**src/rtl/dclk_rx_pkg.sv**
```systemverilog
// rtl/dclk_rx_pkg.sv - flit geometry and FSM encodings for the serial link receiver
`ifndef PAYLOAD_SIZE
`define PAYLOAD_SIZE 8
`endif
`ifndef ADDR_BITS
`define ADDR_BITS 4
`endif

package dclk_rx_pkg;
    localparam int FLIT_W      = `PAYLOAD_SIZE + `ADDR_BITS;
    localparam int RX_CNT_BITS = (FLIT_W > 1) ? $clog2(FLIT_W) : 1;

    typedef enum logic [1:0] {
        IDLE = 2'd0,
        RECV = 2'd1,
        HOLD = 2'd2
    } rx_state_e;
endpackage

```
**src/rtl/dclk_rx_sync2.sv**
```systemverilog
// rtl/dclk_rx_sync2.sv - two-flop synchroniser (rx_sync2), reset to 0
module rx_sync2 (
    input  logic clk,
    input  logic reset,
    input  logic d,
    output logic q
);
    logic [1:0] ff;

    always_ff @(posedge clk or posedge reset) begin
        if (reset) begin
            ff <= 2'b00;
        end else begin
            ff <= {ff[0], d};
        end
    end

    assign q = ff[1];
endmodule

```
**src/rtl/dclk_rx.sv**
```systemverilog
// rtl/dclk_rx.sv - single-wire NoC link receiver; DCLK_RX_SYNC_EN adds an input synchroniser
module dclk_rx
    import dclk_rx_pkg::*;
#(
    parameter int routerid = -1,
    parameter     port     = "unknown"
) (
    input  logic              clk,
    input  logic              reset,
    input  logic              serial_in,
    output logic              channel_busy,
    output logic [FLIT_W-1:0] parallel_out,
    output logic              rx_valid,
    input  logic              rx_ack
);
    localparam logic [RX_CNT_BITS-1:0] LAST_BIT = RX_CNT_BITS'(FLIT_W - 1);

    logic                   serial_s;
    rx_state_e              state, next_state;
    logic [RX_CNT_BITS-1:0] cnt;
    logic [FLIT_W-1:0]      shift_reg, shift_next;

`ifdef DCLK_RX_SYNC_EN
    rx_sync2 u_sync (
        .clk   (clk),
        .reset (reset),
        .d     (serial_in),
        .q     (serial_s)
    );
`else
    assign serial_s = serial_in;
`endif

    always_ff @(posedge clk or posedge reset) begin
        if (reset) begin
            state <= IDLE;
        end else begin
            state <= next_state;
        end
    end

    always_comb begin
        next_state = state;
        case (state)
            IDLE:    if (serial_s) next_state = RECV;
            RECV:    if (cnt == LAST_BIT) next_state = HOLD;
            HOLD:    if (rx_valid && rx_ack) next_state = IDLE;
            default: next_state = IDLE;
        endcase
    end

    always_comb begin
        shift_next      = shift_reg;
        shift_next[cnt] = serial_s;
    end

    // Frame end is count-based, so an all-zero payload is indistinguishable only by position.
    always_ff @(posedge clk or posedge reset) begin
        if (reset) begin
            cnt          <= '0;
            shift_reg    <= '0;
            parallel_out <= '0;
            rx_valid     <= 1'b0;
            channel_busy <= 1'b0;
        end else begin
            channel_busy <= (next_state != IDLE);
            case (state)
                IDLE: begin
                    if (serial_s) begin
                        cnt       <= '0;
                        shift_reg <= '0;
                    end
                end
                RECV: begin
                    shift_reg <= shift_next;
                    if (cnt == LAST_BIT) begin
                        cnt          <= '0;
                        parallel_out <= shift_next;
                        rx_valid     <= 1'b1;
                    end else begin
                        cnt <= cnt + 1'b1;
                    end
                end
                HOLD: begin
                    if (rx_valid && rx_ack) rx_valid <= 1'b0;
                end
                default: ;
            endcase
        end
    end

`ifndef SYNTHESIS
    always @(posedge clk) begin
        if (!reset && state == HOLD && serial_s)
            $display("dclk_rx[%0d:%0s] warning: serial_in high while holding a flit", routerid, port);
    end
`endif
endmodule

```
**config.mk**
```make
export PLATFORM = sky130hd
export DESIGN_NAME = dclk_rx
export DESIGN_NICKNAME = d
export VERILOG_FILES = /design/src/rtl/dclk_rx_pkg.sv /design/src/rtl/dclk_rx_sync2.sv /design/src/rtl/dclk_rx.sv
export SDC_FILE = /design/constraint.sdc
export NUM_CORES = 1
export LEC_CHECK = 0
export CORE_UTILIZATION = 35
export DETAILED_ROUTE_END_ITERATION = 8
export PLACE_DENSITY = 0.6
export SYNTH_ARGS = -nofsm -noshare
export SYNTH_HDL_FRONTEND = slang
export SYNTH_SLANG_ARGS = --single-unit
```
**constraint.sdc**
```tcl
create_clock -name clk -period 1.6 [get_ports clk]
set_clock_uncertainty 0.1 [all_clocks]
set_input_delay 0.32 -clock clk [delete_from_list [all_inputs] [get_ports clk]]
set_output_delay 0.32 -clock clk [all_outputs]
set_load 0.05 [all_outputs]
```
**Word-level counts from Yosys, hierarchy flattened**

Cells that the tools add are included.

- Output and inout port bits: 14
- Input bits: 4
- Register bits: 32
- Logic and storage cells: 39

- Magnitude comparators: 2
- Eq/ne operators: 6
- Multiplexer cells: 15
- Add/sub/neg operators: 1
- Reductions and logical operators: 9

Operators with widths:

| operator | number |
|---|---|
| case mux 12 bit (2 select lines) | 1 |
| bitwise mux 12 bit | 1 |
| 2-to-1 mux 12 bit | 1 |
| 2-to-1 mux 4 bit | 2 |
| case mux 4 bit (2 select lines) | 1 |
| 2-to-1 mux 2 bit | 3 |
| inequality test 2 bit (second input constant) | 3 |
| case mux 2 bit (3 select lines) | 1 |
| nonzero test 2 bit | 3 |
| less-than comparator 4 x 5 -> 1 bit (second input constant) | 1 |
| adder 4 x 1 -> 4 bit (second input constant) | 1 |
| demux 1 bit (select 4 bit) | 1 |
| == test 4 bit (second input constant) | 1 |
| >= comparator 4 x 1 -> 1 bit (second input constant) | 1 |
| AND reduction 2 bit | 2 |
| 2-to-1 mux 1 bit | 3 |
| AND reduction 3 bit | 1 |
| == test 2 x 1 -> 1 bit (second input constant) | 1 |
| == test 2 bit (second input constant) | 1 |
| logical AND 1 bit | 2 |
| logical NOT 2 bit | 1 |
| case mux 1 bit (2 select lines) | 1 |

**Logic depth before layout (Yosys ltp)**

- Word-level depth: 6
- Mapped depth: 6
- Depth with buffers taken out: 5

**Worst setup path before layout**

OpenSTA, ideal clock, no wires.

- Path kind: reg-to-reg
- Start point: reg cnt[0]
- End point: reg shift_reg[6]
- Library setup time: 0.121 ns
- Arrival: 1.413 ns
- Path buffers: 0
- Slack: -0.034 ns
- Required time: 1.379 ns
- Stages on the path, launching flop included: 6
- Clock period less this slack: 1.634 ns
- Path through: dfrtp_1 > inv_1 > ha_1 > and3b_2 > mux2_2 > a22o_1

- Word-level cells in the longest chain between the ends: 6
- Elaborated cells on any way between the ends: 7
- Classes of those cells: 2 x order compare; 4 x mux; 1 x reduce/logical

Ends and longest elaborated chain:

| element | line | text |
|---|---|---|
| start, declared | dclk_rx.sv:20 | `logic [RX_CNT_BITS-1:0] cnt;` |
| start signal, assigned | dclk_rx.sv:81 | `cnt <= cnt + 1'b1;` |
| less-than comparator 4 x 5 -> 1 bit (not written as such) or >= comparator 4 x 1 -> 1 bit (tied branches) | dclk_rx.sv:54 | `shift_next[cnt] = serial_s;` |
| logical AND 1 bit (not written as such) | dclk_rx.sv:54 |  |
| 2-to-1 mux 1 bit (not written as such) | dclk_rx.sv:54 |  |
| demux 1 bit (select 4 bit) (*) | dclk_rx.sv:54 |  |
| bitwise mux 12 bit (*) | dclk_rx.sv:54 |  |
| case mux 12 bit (2 select lines) (*) | dclk_rx.sv:67 | `case (state)` |
| end signal, assigned | dclk_rx.sv:75 | `shift_reg <= shift_next;` |
| end, declared | dclk_rx.sv:21 | `logic [FLIT_W-1:0] shift_reg, shift_next;` |

Every way passes the cells marked *; elsewhere a longest branch is shown, timed or not.
A chain may end at the register's enable or synchronous reset.

**Worst setup path in the final report**

Ends and elaborated chain as after synthesis.

==> results.md <==
- completed — run status
- 4 — Pre-Repair DR Iteration Count
- 0 — remaining routing DRC violations
- 5150 um2 — Total Die Area
- 0.804 — placer's final routability congestion estimate
- 12 — number of flip-flops under the largest register name
- 71.8 um — die width
- 2140 nW/um2 — Power per Cell Area
- cnt[0] — startpoint of the lowest-slack register-to-register path
- 45.5% — portion of the post-synthesis area used by sequential elements
- 51.0% — core utilization of the finished layout
- 0 — count of flip-flops with a built-in enable after synthesis
- 29.8% — proportion of power drawn by flip-flops and latches
- 76.8% — relative slew slack
- 0 — global route total overflow
- reg2reg — type of the worst setup path
- 88 — initial detailed-routing violation count
- 37.7% — share of layout cells above drive strength 1
- 100% — share of synthesized registers carrying an async set or reset
- 0 — max-slew violations
- 40.3% — area added between synthesis and finish
- sky130_fd_sc_hd__dfrtp_1 — largest area contributor in the netlist
- 31 — flip-flop and latch count after synthesis
- 7040 um — first-pass GRT wire length
- shift_reg[6] — r2r endpoint
- 45.5% — fraction of synthesized cell area taken by the top area cell type
- flip-flop — endpoint class of the critical path
- 0 — number of endpoints failing setup at the final stage
- 162 — number of instances in the synthesized netlist
- 243 — number of placed instances, taps included
- shift_reg[6] — Critical Path Sink
- 58.0% — logic gate share of total power
- 0.02 ns — register-to-register setup slack
- 5 — Worst Path Max Fanout
- 1.68 ns — required time at the worst-slack endpoint
- 5 — number of clock buffers inserted by TritonCTS
- 25 — number of rows created at floorplan
- 422 — number of fill cells in the layout
- 1700 um2 — cell area after technology mapping
- 632 MHz — maximum clock rate
- sky130_fd_sc_hd__clkbuf_8 — master cell of the clock root buffer
- 0 — Routed Antenna Nets
- 0.28 ns — clock latency reported for the late side of the worst-skew pair
- 36.3% — effective utilization at floorplan
- 0.936 mV — largest vdd supply drop
- 32 — pin count of the biggest net entering global routing
- 2 — level count of the clock H-tree
- 2130 uW — Net Sw Power
- 1375 — Via Count
- sky130_fd_sc_hd__dfrtp_1, sky130_fd_sc_hd__mux2i_1, sky130_fd_sc_hd__o21ai_0 — largest cells by area after synthesis
- 0.349 ns — slew at the pin closest to its max-slew limit
- 2980 uW — cell-internal power
- 2 — number of buffers between clock root and the deepest sink
- 1.58 ns — min cycle time layout
- 0 — max cap viols
- 4690 um2 — core outline area
- flip-flop — critical path launch point type
- 38 — Synth cell types
- 5.43 — Vias per Instance
- 16.5 um — drt wl/cell
- 18.1% — aggregate global-route resource usage
- 5 — logic depth of the worst register-to-register path
- 0 — total inserted antenna cells
- 0 — number of failing hold endpoints at the final stage
- 1444 — via count of the first global-routing pass
- 0 — antenna violations before repair
- 41.7% — switching portion of total power
- sky130_fd_sc_hd__dfrtp_1 — Top FF cell, synth
- 12.2% — part of the total power dissipated in the clock network
- 17 — count of input and output buffers
- 0 — hold bufs inserted after CTS
- in2async — kind of path behind the tightest hold check
- 1.66 ns — arrival time at the worst endpoint
- 0.07 ns — clock-pin slew reported for the worst setup and hold paths after clock tree synthesis
- 0.00110 uW — standby leakage power
- 2900 um — HPWL after detailed placement
- 253 — post-route insts no fill
- built — clock tree from TritonCTS
- 18 — number of top-level pins
- cnt[0] — crit path launch
- 71.8 um — vertical extent of the die
- 171 — Post-Syn Nets
- 4180 um — overall routed net length
- 31 — Sinks on Clock Net
- 208 — number of nets at the end of the flow
- 98.9% — share of the cycle needed by the critical path after routing
- true — setup repair after global routing missed its margin
- 10.5 um2 — per-instance average area after synthesis
- 0 — count of yosys warnings during synthesis
==> per-stage QoR <==
stage / setup TNS (ns) / total power (uW) / hold WS (ns) / instance area (um2) / setup WS (ns)
final: 0 / 5110 / 0.289 / 2390 / 0.0169
after global routing: -0.215 / 5410 / 0.330 / 2390 / -0.0407
after detailed placement: -1.83 / 4240 / 0.420 / 2200 / -0.229
after CTS: -0.0632 / 5010 / 0.298 / 2340 / -0.0177
after floorplan: 0 / 2990 / 0.324 / 1710 / 0.00306
after global placement: -0.979 / 4160 / 0.409 / 2200 / -0.137
==> cells in the mapped netlist (2+ instances only) <==
| cell type | instances |
|---|---|
| sky130_fd_sc_hd__buf_2 | 2 |
| sky130_fd_sc_hd__a21o_1 | 5 |
| sky130_fd_sc_hd__a21boi_0 | 4 |
| sky130_fd_sc_hd__nor3_1 | 2 |
| sky130_fd_sc_hd__buf_6 | 2 |
| sky130_fd_sc_hd__mux2i_1 | 11 |
| sky130_fd_sc_hd__nand3b_1 | 6 |
| sky130_fd_sc_hd__o21ai_1 | 5 |
| sky130_fd_sc_hd__nor2_1 | 5 |
| sky130_fd_sc_hd__nor3b_2 | 3 |
| sky130_fd_sc_hd__nor2b_1 | 4 |
| sky130_fd_sc_hd__clkbuf_1 | 6 |
| sky130_fd_sc_hd__inv_1 | 6 |
| sky130_fd_sc_hd__nor4_1 | 2 |
| sky130_fd_sc_hd__a31oi_1 | 4 |
| sky130_fd_sc_hd__dfrtp_1 | 31 |
| sky130_fd_sc_hd__a22o_1 | 3 |
| sky130_fd_sc_hd__o211a_1 | 4 |
| sky130_fd_sc_hd__o21a_1 | 2 |
| sky130_fd_sc_hd__o21ai_0 | 20 |
| sky130_fd_sc_hd__nand3_1 | 2 |
| sky130_fd_sc_hd__o221a_2 | 2 |
| sky130_fd_sc_hd__and3b_2 | 4 |
| sky130_fd_sc_hd__nand2b_1 | 2 |
| sky130_fd_sc_hd__ha_1 | 5 |
| sky130_fd_sc_hd__nand2_1 | 5 |
| sky130_fd_sc_hd__mux2_2 | 3 |
| sky130_fd_sc_hd__a21oi_1 | 2 |
==> critical path, cell delays in order, from the launching register on <==
cell                      delay [ns]
sky130_fd_sc_hd__dfrtp_2        0.45
sky130_fd_sc_hd__inv_4          0.09
sky130_fd_sc_hd__ha_4           0.14
sky130_fd_sc_hd__and3b_2        0.20
sky130_fd_sc_hd__mux2_4         0.30
sky130_fd_sc_hd__a22o_1         0.21
==> layer usage <==
layer  GRT usage (%)  vias up  wire length, um  share of wire [%]
met2            30.4       23             2050                 49
met4            7.19        0               57                1.4
met1            22.6      688             1950                 47
met5               0        -                0                  0
met3            4.08        4              122                2.9
li1                -      660                -                  -
==> worst min-delay path by stage <==
stage | startpoint | endpoint | slack (ns)
after detailed placement | shift_reg[6] | shift_reg[6] | 0.42
final | reset | shift_reg[10] | 0.29
after floorplan | reset | channel_busy | 0.32
after CTS | reset | shift_reg[10] | 0.30
after global routing | reset | parallel_out[7] | 0.33
after global placement | shift_reg[7] | shift_reg[7] | 0.41
==> cell families (layout without fill, tap and decap cells) <==
kind of cell               Yosys count  count (layout)  share of synthesized area [%]
AOI/OAI and AO/OA                   56              56                           21.7
and+or+nand+nor                     37              37                           14.5
muxes                               15              15                           9.32
adders and majority gates            5               5                           3.67
buffers and inverters               18              55                           5.29
DFF                                 31              31                           45.5
==> cells in the final DEF, fill, tap and decap left out, types with 5 or more instances in the layout <==
| master | Yosys | routed |
|---|---|---|
| sky130_fd_sc_hd__clkbuf_8 | 0 | 6 |
| sky130_fd_sc_hd__buf_4 | 1 | 21 |
| sky130_fd_sc_hd__nor2_1 | 5 | 5 |
| sky130_fd_sc_hd__buf_12 | 0 | 15 |
| sky130_fd_sc_hd__o21ai_1 | 5 | 8 |
| sky130_fd_sc_hd__a21o_1 | 5 | 5 |
| sky130_fd_sc_hd__o21ai_0 | 20 | 17 |
| sky130_fd_sc_hd__dfrtp_1 | 31 | 27 |
| sky130_fd_sc_hd__mux2i_1 | 11 | 11 |
| sky130_fd_sc_hd__nand3b_1 | 6 | 6 |
==> area by class of cell <==
type | instances | area (um2) | share of cell area (%)
Sequential cell | 31 | 781 | 32.7
Tap cell | 54 | 67.6 | 2.83
Clock buffer | 6 | 82.6 | 3.45
Clock inverter | 1 | 5.00 | 0.209
Timing Repair Buffer | 42 | 522 | 21.8
Multi-Input combinational cell | 113 | 906 | 37.9
Inverter | 6 | 27.5 | 1.15
==> power groups by stage <==
| stage | sequential, uW | clock (uW) | combinational (uW) |
|---|---|---|---|
| after global placement | 1480 | 0 | 2680 |
| after floorplan | 1830 | 0 | 1160 |
| final | 1520 | 623 | 2960 |
| after global routing | 1580 | 674 | 3160 |
| after detailed placement | 1490 | 0 | 2750 |
| after CTS | 1490 | 645 | 2870 |
==> timing repair <==
item,CTS,global route
pin swaps,2,0
buffers inserted,3,0
endpoints found under the setup margin,9,26
resized for setup,6,22
(Power assumes the default switching activity.)
